### src/rtl/mux2_rr_arbiter.sv
`default_nettype none
// ============================================================================
// Module  : mux2_rr_arbiter
// Brief   : Round-robin owner of a shared 2:1 data path, with bounded tenure
//           and a registered output stage. Optional macro ARB_LOCK_EN adds
//           lock1/lock2 inputs that let the current owner extend its tenure.
// Revision: 1.0 - initial release
// ============================================================================
module mux2_rr_arbiter #(
    parameter int WIDTH    = 8,
    parameter int MAX_HOLD = 4
) (
    input  logic             clk,
    input  logic             rst_n,
    input  logic             req1,
    input  logic             req2,
    input  logic [WIDTH-1:0] in1,
    input  logic [WIDTH-1:0] in2,
`ifdef ARB_LOCK_EN
    input  logic             lock1,
    input  logic             lock2,
`endif
    output logic             gnt1,
    output logic             gnt2,
    output logic             sel,
    output logic [WIDTH-1:0] out,
    output logic             out_valid
);

    typedef enum logic [1:0] {
        S_IDLE = 2'd0,
        S_G1   = 2'd1,
        S_G2   = 2'd2
    } state_t;

    localparam logic [7:0] c_HOLD_LAST = 8'(MAX_HOLD - 1);

    state_t           r_state;
    state_t           w_next;
    logic [7:0]       r_hold_cnt;
    logic [7:0]       w_hold_next;
    logic             r_last2;      // 1 when requester 2 owned the path most recently
    logic             r_sel;
    logic             r_out_valid;
    logic [WIDTH-1:0] r_out;
    logic             w_lock1;
    logic             w_lock2;

`ifdef ARB_LOCK_EN
    assign w_lock1 = lock1;
    assign w_lock2 = lock2;
`else
    assign w_lock1 = 1'b0;
    assign w_lock2 = 1'b0;
`endif

    always_comb begin
        w_next      = r_state;
        w_hold_next = r_hold_cnt;
        case (r_state)
            S_IDLE: begin
                if (req1 && req2) begin
                    w_next = r_last2 ? S_G1 : S_G2;
                end else if (req1) begin
                    w_next = S_G1;
                end else if (req2) begin
                    w_next = S_G2;
                end
            end
            S_G1: begin
                if (!req1) begin
                    w_next = req2 ? S_G2 : S_IDLE;
                end else if (req2 && !w_lock1) begin
                    if (r_hold_cnt == c_HOLD_LAST) begin
                        w_next = S_G2;
                    end else begin
                        w_hold_next = r_hold_cnt + 8'd1;
                    end
                end
            end
            S_G2: begin
                if (!req2) begin
                    w_next = req1 ? S_G1 : S_IDLE;
                end else if (req1 && !w_lock2) begin
                    if (r_hold_cnt == c_HOLD_LAST) begin
                        w_next = S_G1;
                    end else begin
                        w_hold_next = r_hold_cnt + 8'd1;
                    end
                end
            end
            default: begin
                w_next = S_IDLE;
            end
        endcase
        // Any change of owner starts a fresh tenure.
        if (w_next != r_state) begin
            w_hold_next = 8'd0;
        end
    end

    always_ff @(posedge clk) begin
        if (!rst_n) begin
            r_state     <= S_IDLE;
            r_hold_cnt  <= 8'd0;
            r_last2     <= 1'b1;
            r_sel       <= 1'b0;
            r_out_valid <= 1'b0;
            r_out       <= '0;
        end else begin
            r_state    <= w_next;
            r_hold_cnt <= w_hold_next;
            if ((w_next != r_state) && (r_state != S_IDLE)) begin
                r_last2 <= (r_state == S_G2);
            end
            if (w_next == S_G1) begin
                r_sel <= 1'b0;
            end else if (w_next == S_G2) begin
                r_sel <= 1'b1;
            end
            // Data stage trails the grant by one cycle; in IDLE the last word is kept.
            r_out_valid <= (r_state != S_IDLE);
            if (r_state != S_IDLE) begin
                r_out <= (r_state == S_G1) ? in1 : in2;
            end
        end
    end

    assign gnt1      = (r_state == S_G1);
    assign gnt2      = (r_state == S_G2);
    assign sel       = r_sel;
    assign out       = r_out;
    assign out_valid = r_out_valid;

endmodule
`default_nettype wire
### config.mk
export PLATFORM = sky130hd
export DESIGN_NAME = mux2_rr_arbiter
export DESIGN_NICKNAME = d
export VERILOG_FILES = /design/src/rtl/mux2_rr_arbiter.sv
export SDC_FILE = /design/constraint.sdc
export NUM_CORES = 1
export LEC_CHECK = 0
export ABC_AREA = 1
export ABC_CLOCK_PERIOD_IN_PS = 4570
export BUFFER_PORTS_ARGS = -buffer_cell sky130_fd_sc_hd__buf_2
export CORE_ASPECT_RATIO = 1.25
export CORE_MARGIN = 4
export CORE_UTILIZATION = 55
export CTS_CLUSTER_DIAMETER = 200
export DETAILED_ROUTE_END_ITERATION = 7
export GPL_TIMING_DRIVEN = 0
export PLACE_DENSITY = 0.85
export SETUP_SLACK_MARGIN = 0.2
export SYNTH_ARGS = -nofsm -noshare
export SYNTH_HDL_FRONTEND = slang
export SYNTH_SLANG_ARGS = --single-unit
export TNS_END_PERCENT = 30
### constraint.sdc
create_clock -name clk -period 4.57 [get_ports clk]
set_input_delay 0.914 -clock clk [delete_from_list [all_inputs] [get_ports clk]]
set_output_delay 0.914 -clock clk [all_outputs]
set_load 0.1 [all_outputs]
Yosys cells after proc, flatten, opt, wreduce, memory -nomap -nowiden
Index checks and enable logic that the tools add are counted.

Flip-flop bits (word level): 21. Input bits: 20. Output and inout port bits: 12. Logic and storage cells: 46.

$add $sub $neg: 1. Equal/unequal tests: 10. Muxes and demuxes: 20. Bitwise gates (word level): 1. Reductions and logical operators: 8.

Operator list (count): $mux W8 (6); $mux W2 (11); $pmux W8 S2 (1); $add A8 B1 Y8 const B (1); $eq A8 B2 Y1 const B (1); $ne A2 B2 Y1 const B (4); $pmux W2 S3 (1); $reduce_and A5 Y1 (1); $eq A2 B1 Y1 const B (2); $eq A2 B2 Y1 const B (2); $reduce_bool A2 Y1 (2); $reduce_or A2 Y1 (2); $logic_and A1 B1 Y1 (2); $logic_not A2 Y1 (1); $ne A2 B2 Y1 (1); $mux W1 (1); $not A1 Y1 (1).

Logic depth before layout (Yosys ltp)
Depth in word-level cells: 7. Gate-level depth with buffers: 16. Mapped depth without buffers: 16.

Least setup slack after synthesis
Ideal clock, no wire load.

Path type: register to register. Start point: register r_state[1]. End point: register r_last2. Library setup time: 0.133 ns. Arrival time: 2.483 ns. Required time: 4.437 ns. Path slack: 1.954 ns. Cell stages (with the launch flop): 14. Buffers on the path: 0. Clock period less this slack: 2.616 ns. Cells stage by stage: dfxtp_1 inv_1 ha_1 clkinv_1 nor3_1 a21oi_1 nand2_2 nand2_2 nand2_1 nand2_2 nand2_1 nand2_1 nand2_1 nand3_1.

Elaborated cells between the ends (all ways): 16. Those cells by class: eq/ne: 3; mux: 10; reduce/logical: 3.

RTL lines: from (decl) (RTL line 38) `state_t r_state;`; from (signal assigned) (RTL line 111) `r_state <= w_next;`; $eq A2 B1 Y1; net gnt1 (RTL line 23) `output logic gnt1,`; $pmux W2 S3 (RTL line 60) `case (r_state)`; $ne A2 B2 Y1 (RTL line 113) `if ((w_next != r_state) && (r_state != S_IDLE)) begin`; $logic_and A1 B1 Y1 (RTL line 113); to (signal assigned) (RTL line 114) `r_last2 <= (r_state == S_G2);`; to (decl) (RTL line 42) `logic r_last2;`.

The timed path passes the listed nets, and every way through them passes these cells. A chain may end at the register's enable or synchronous reset.

Worst setup path after layout
Start point: register r_state[0]. End point: output gnt2.

Word-level cells in the longest chain between the ends: 1.

Ends and longest elaborated chain: $eq A2 B2 Y1 (RTL line 130) `assign gnt2 = (r_state == S_G2);`; to (decl) (RTL line 24) `output logic gnt2,`.

No other way between the ends.

==> impl_results.md <==
- Worst-Skew Late Latency: approximately 0.31 ns
- Layout Skew: approximately 0.0029 ns
- Final setup fails: 0
- Clk sink count: 21
- Aggregate routed wire length: 2670 um
- Leak: between 0.6 and 0.7 nW
- Layout area overhead: 17.9%
- Status: finished clean
- Slew margin rel.: 0.672
- PD cells: 388 mW/mm^2
- Root Driver: clkbuf_4
- DRT iter0 DRCs: 40
- Final min period: between 2 and 3 ns
- Area of the multi-input gates: 734 sq um
- Setup TNS: 0 ns
- Final Core Density: 0.708
- Initial antenna violation count: 0
- IO Pins: 32
- DIE HEIGHT: approximately 61 um
- Post-synthesis async set-or-reset flop share: 0
- CTS Buf Count: 3
- Slew @ Worst Pin: 0.495 ns
- CP Cell Sequence: inv_1 -> ha_1 -> buf_2
- Fillcell total: ~180
- Placed wire-length estimate: ~2200 um
- ANT cells: 0
- Count leader, synth: nand2_1
- Yosys top cell by area: dfxtp_1
- Drt wl/cell: 11.7 um
- Setup Crit Path Kind: flop to output port
- Clock buffer depth: 2
- First-pass GRT wire length: around 4700 um
- WP buf/inv: 2
- Routability Congestion: between 0.8 and 0.9
- # rows: 18
- GRT overflow: 0
- Register area: about 420 sq um
- Distinct cells, synth: 29
- I/O Buffers: 31
- RSZ-0062 raised after global routing: false
- TritonCTS clock tree: built
- Number of synthesized flops with an enable pin: 0
- CP peak stage delay: 0.47 ns
- Top-area cell type share of the netlist area: 0.341
- Synth Flop Type: dfxtp_1
- CP top delay family: buffers and inverters
- Vias: 1164
- Endpoints failing hold: 0
- Post-CTS Resized: 0
- Die ar.: roughly 0.003 sq mm
- Fin. max-slew vios: 0
- Synth top area cells: dfxtp_1, o21ai_0, nand2_1
- Ys Warns: 0
- DRC: 0
- Critical Path RT: between 3 and 4 ns
- Final WS setup: 2.05 ns
- Clk pin slew, worst setup/hold paths: approximately 0.12 ns
- First-pass DRT Iterations: 4
- Crit Path Max Fanout: 6
- Crit path launch type: flop
- VDD IR max: a little under 0.3 mV
- H-Tree Depth: 1
- GRT Overall Usage: 0.202
- Worst slack, placed: around 2.4 ns
- Crit. End Element: output port
- CP Data Arrival Time: 1.60 ns
- Fin nets: about 230
- Die Width: around 50 um
- Min Hold Slack: about 0.49 ns
- Fmax: between 300 and 400 MHz
- CTS Hold Bufs: 0
- Setup Buffers After CTS: 0
- Initial Utilization: 0.601
- Post-synthesis instance total: approximately 160
- Largest net degree at the start of global routing: 13
- Core Region: ~0.0020 sq mm
- Vias in the first global route: 1149
- Share of cells above drive strength 1: 0.367
- Post-synthesis register bit count: 21
- CP max-delay cell: buf_2
- Mapped Avg Cell Area: 7.51 sq um
- Mapped Area: about 0.0012 sq mm
- Max cap viols: 0
- Synth top cells by count: nand2_1, dfxtp_1, nor2_1, o21ai_0, nand3_1
- Hold Crit Class: flop to flop
- Setup slack, reg-to-reg: 2.53 ns
- Sequential share of the synthesized area: 0.341
- Syn Nets: about 190
- Antenna Nets Post-Route: 0
- Via density: approximately 5.1
- Crit share post-route: 0.551
-- cell families after synthesis --
kind of cell	after synthesis	synth area share
compound gates	28	0.134
xor+xnor	1	0.00712
fa+ha+maj	5	0.0508
buf+inv	20	0.0620
flops	21	0.341
simple gates	89	0.404
-- through the flow --
stage               instances  area (sq um)  power (mW)
finish                    229          1450       0.563
global placement          225          1420       0.466
detailed placement        225          1420       0.474
floorplan                 164          1230       0.427
global route              229          1450       0.596
CTS                       229          1450       0.568
-- where the power goes --
group / total, mW / internal, mW / switching [mW]
registers: 0.214 / 0.202 / 0.0118
clock network: 0.0937 / 0.0328 / 0.0609
logic: 0.256 / 0.0539 / 0.202
total: 0.563 / 0.288 / 0.275
-- state kept, by name, summed over array words and instances, names as in the netlist --
register,cells
out,8
r_hold_cnt,8
r_state,2
out_valid,1
r_last2,1
sel,1
-- per-layer routing --
| layer | vias up | GRT usage | routed length, um |
|---|---|---|---|
| li1 | 608 | - | - |
| met1 | 523 | 0.211 | 1050 |
| met2 | 27 | 0.381 | 1420 |
| met3 | 6 | 0.0541 | 149 |
| met4 | 0 | 0.0846 | 51 |
| met5 | - | 0 | 0 |
-- area by class of cell --
type / instances / area share
multi-input combinational: 123 / 0.506
sequential: 21 / 0.290
timing repair buffer: 31 / 0.107
inverter: 17 / 0.0440
tap: 30 / 0.0259
clock buffer: 3 / 0.0155
buffer: 3 / 0.00862
clock inverter: 1 / 0.00345
-- worst min-delay path: cells and delay by family, from the launching register on --
family / cells / cell delay, ns
compound gates: 1 / 0.07
flops: 1 / 0.33
simple gates: 1 / 0.05
-- worst paths after layout --
check	depth (start not counted)	startpoint	endpoint
worst max-delay path	3	r_state[0]	gnt2
worst min register to register	2	out[1]	out[1]
worst min-delay path	2	out[1]	out[1]
worst max register to register	12	r_state[1]	r_hold_cnt[7]
-- placed cells by master (no fill, tap or decap), drive strengths merged --
cell type and count:
or2 1, buf 32, o21ai 21, nand2 35
o21a 1, dfxtp 21, nand4 1, nor3 7
a31oi 1, nor2 25, o211ai 1, nor4 1
clkinv 2, clkbuf 5, ha 5, xnor2 1
a21oi 4, inv 16, nand3 19
Note: power is estimated with default switching activity, not from simulation.
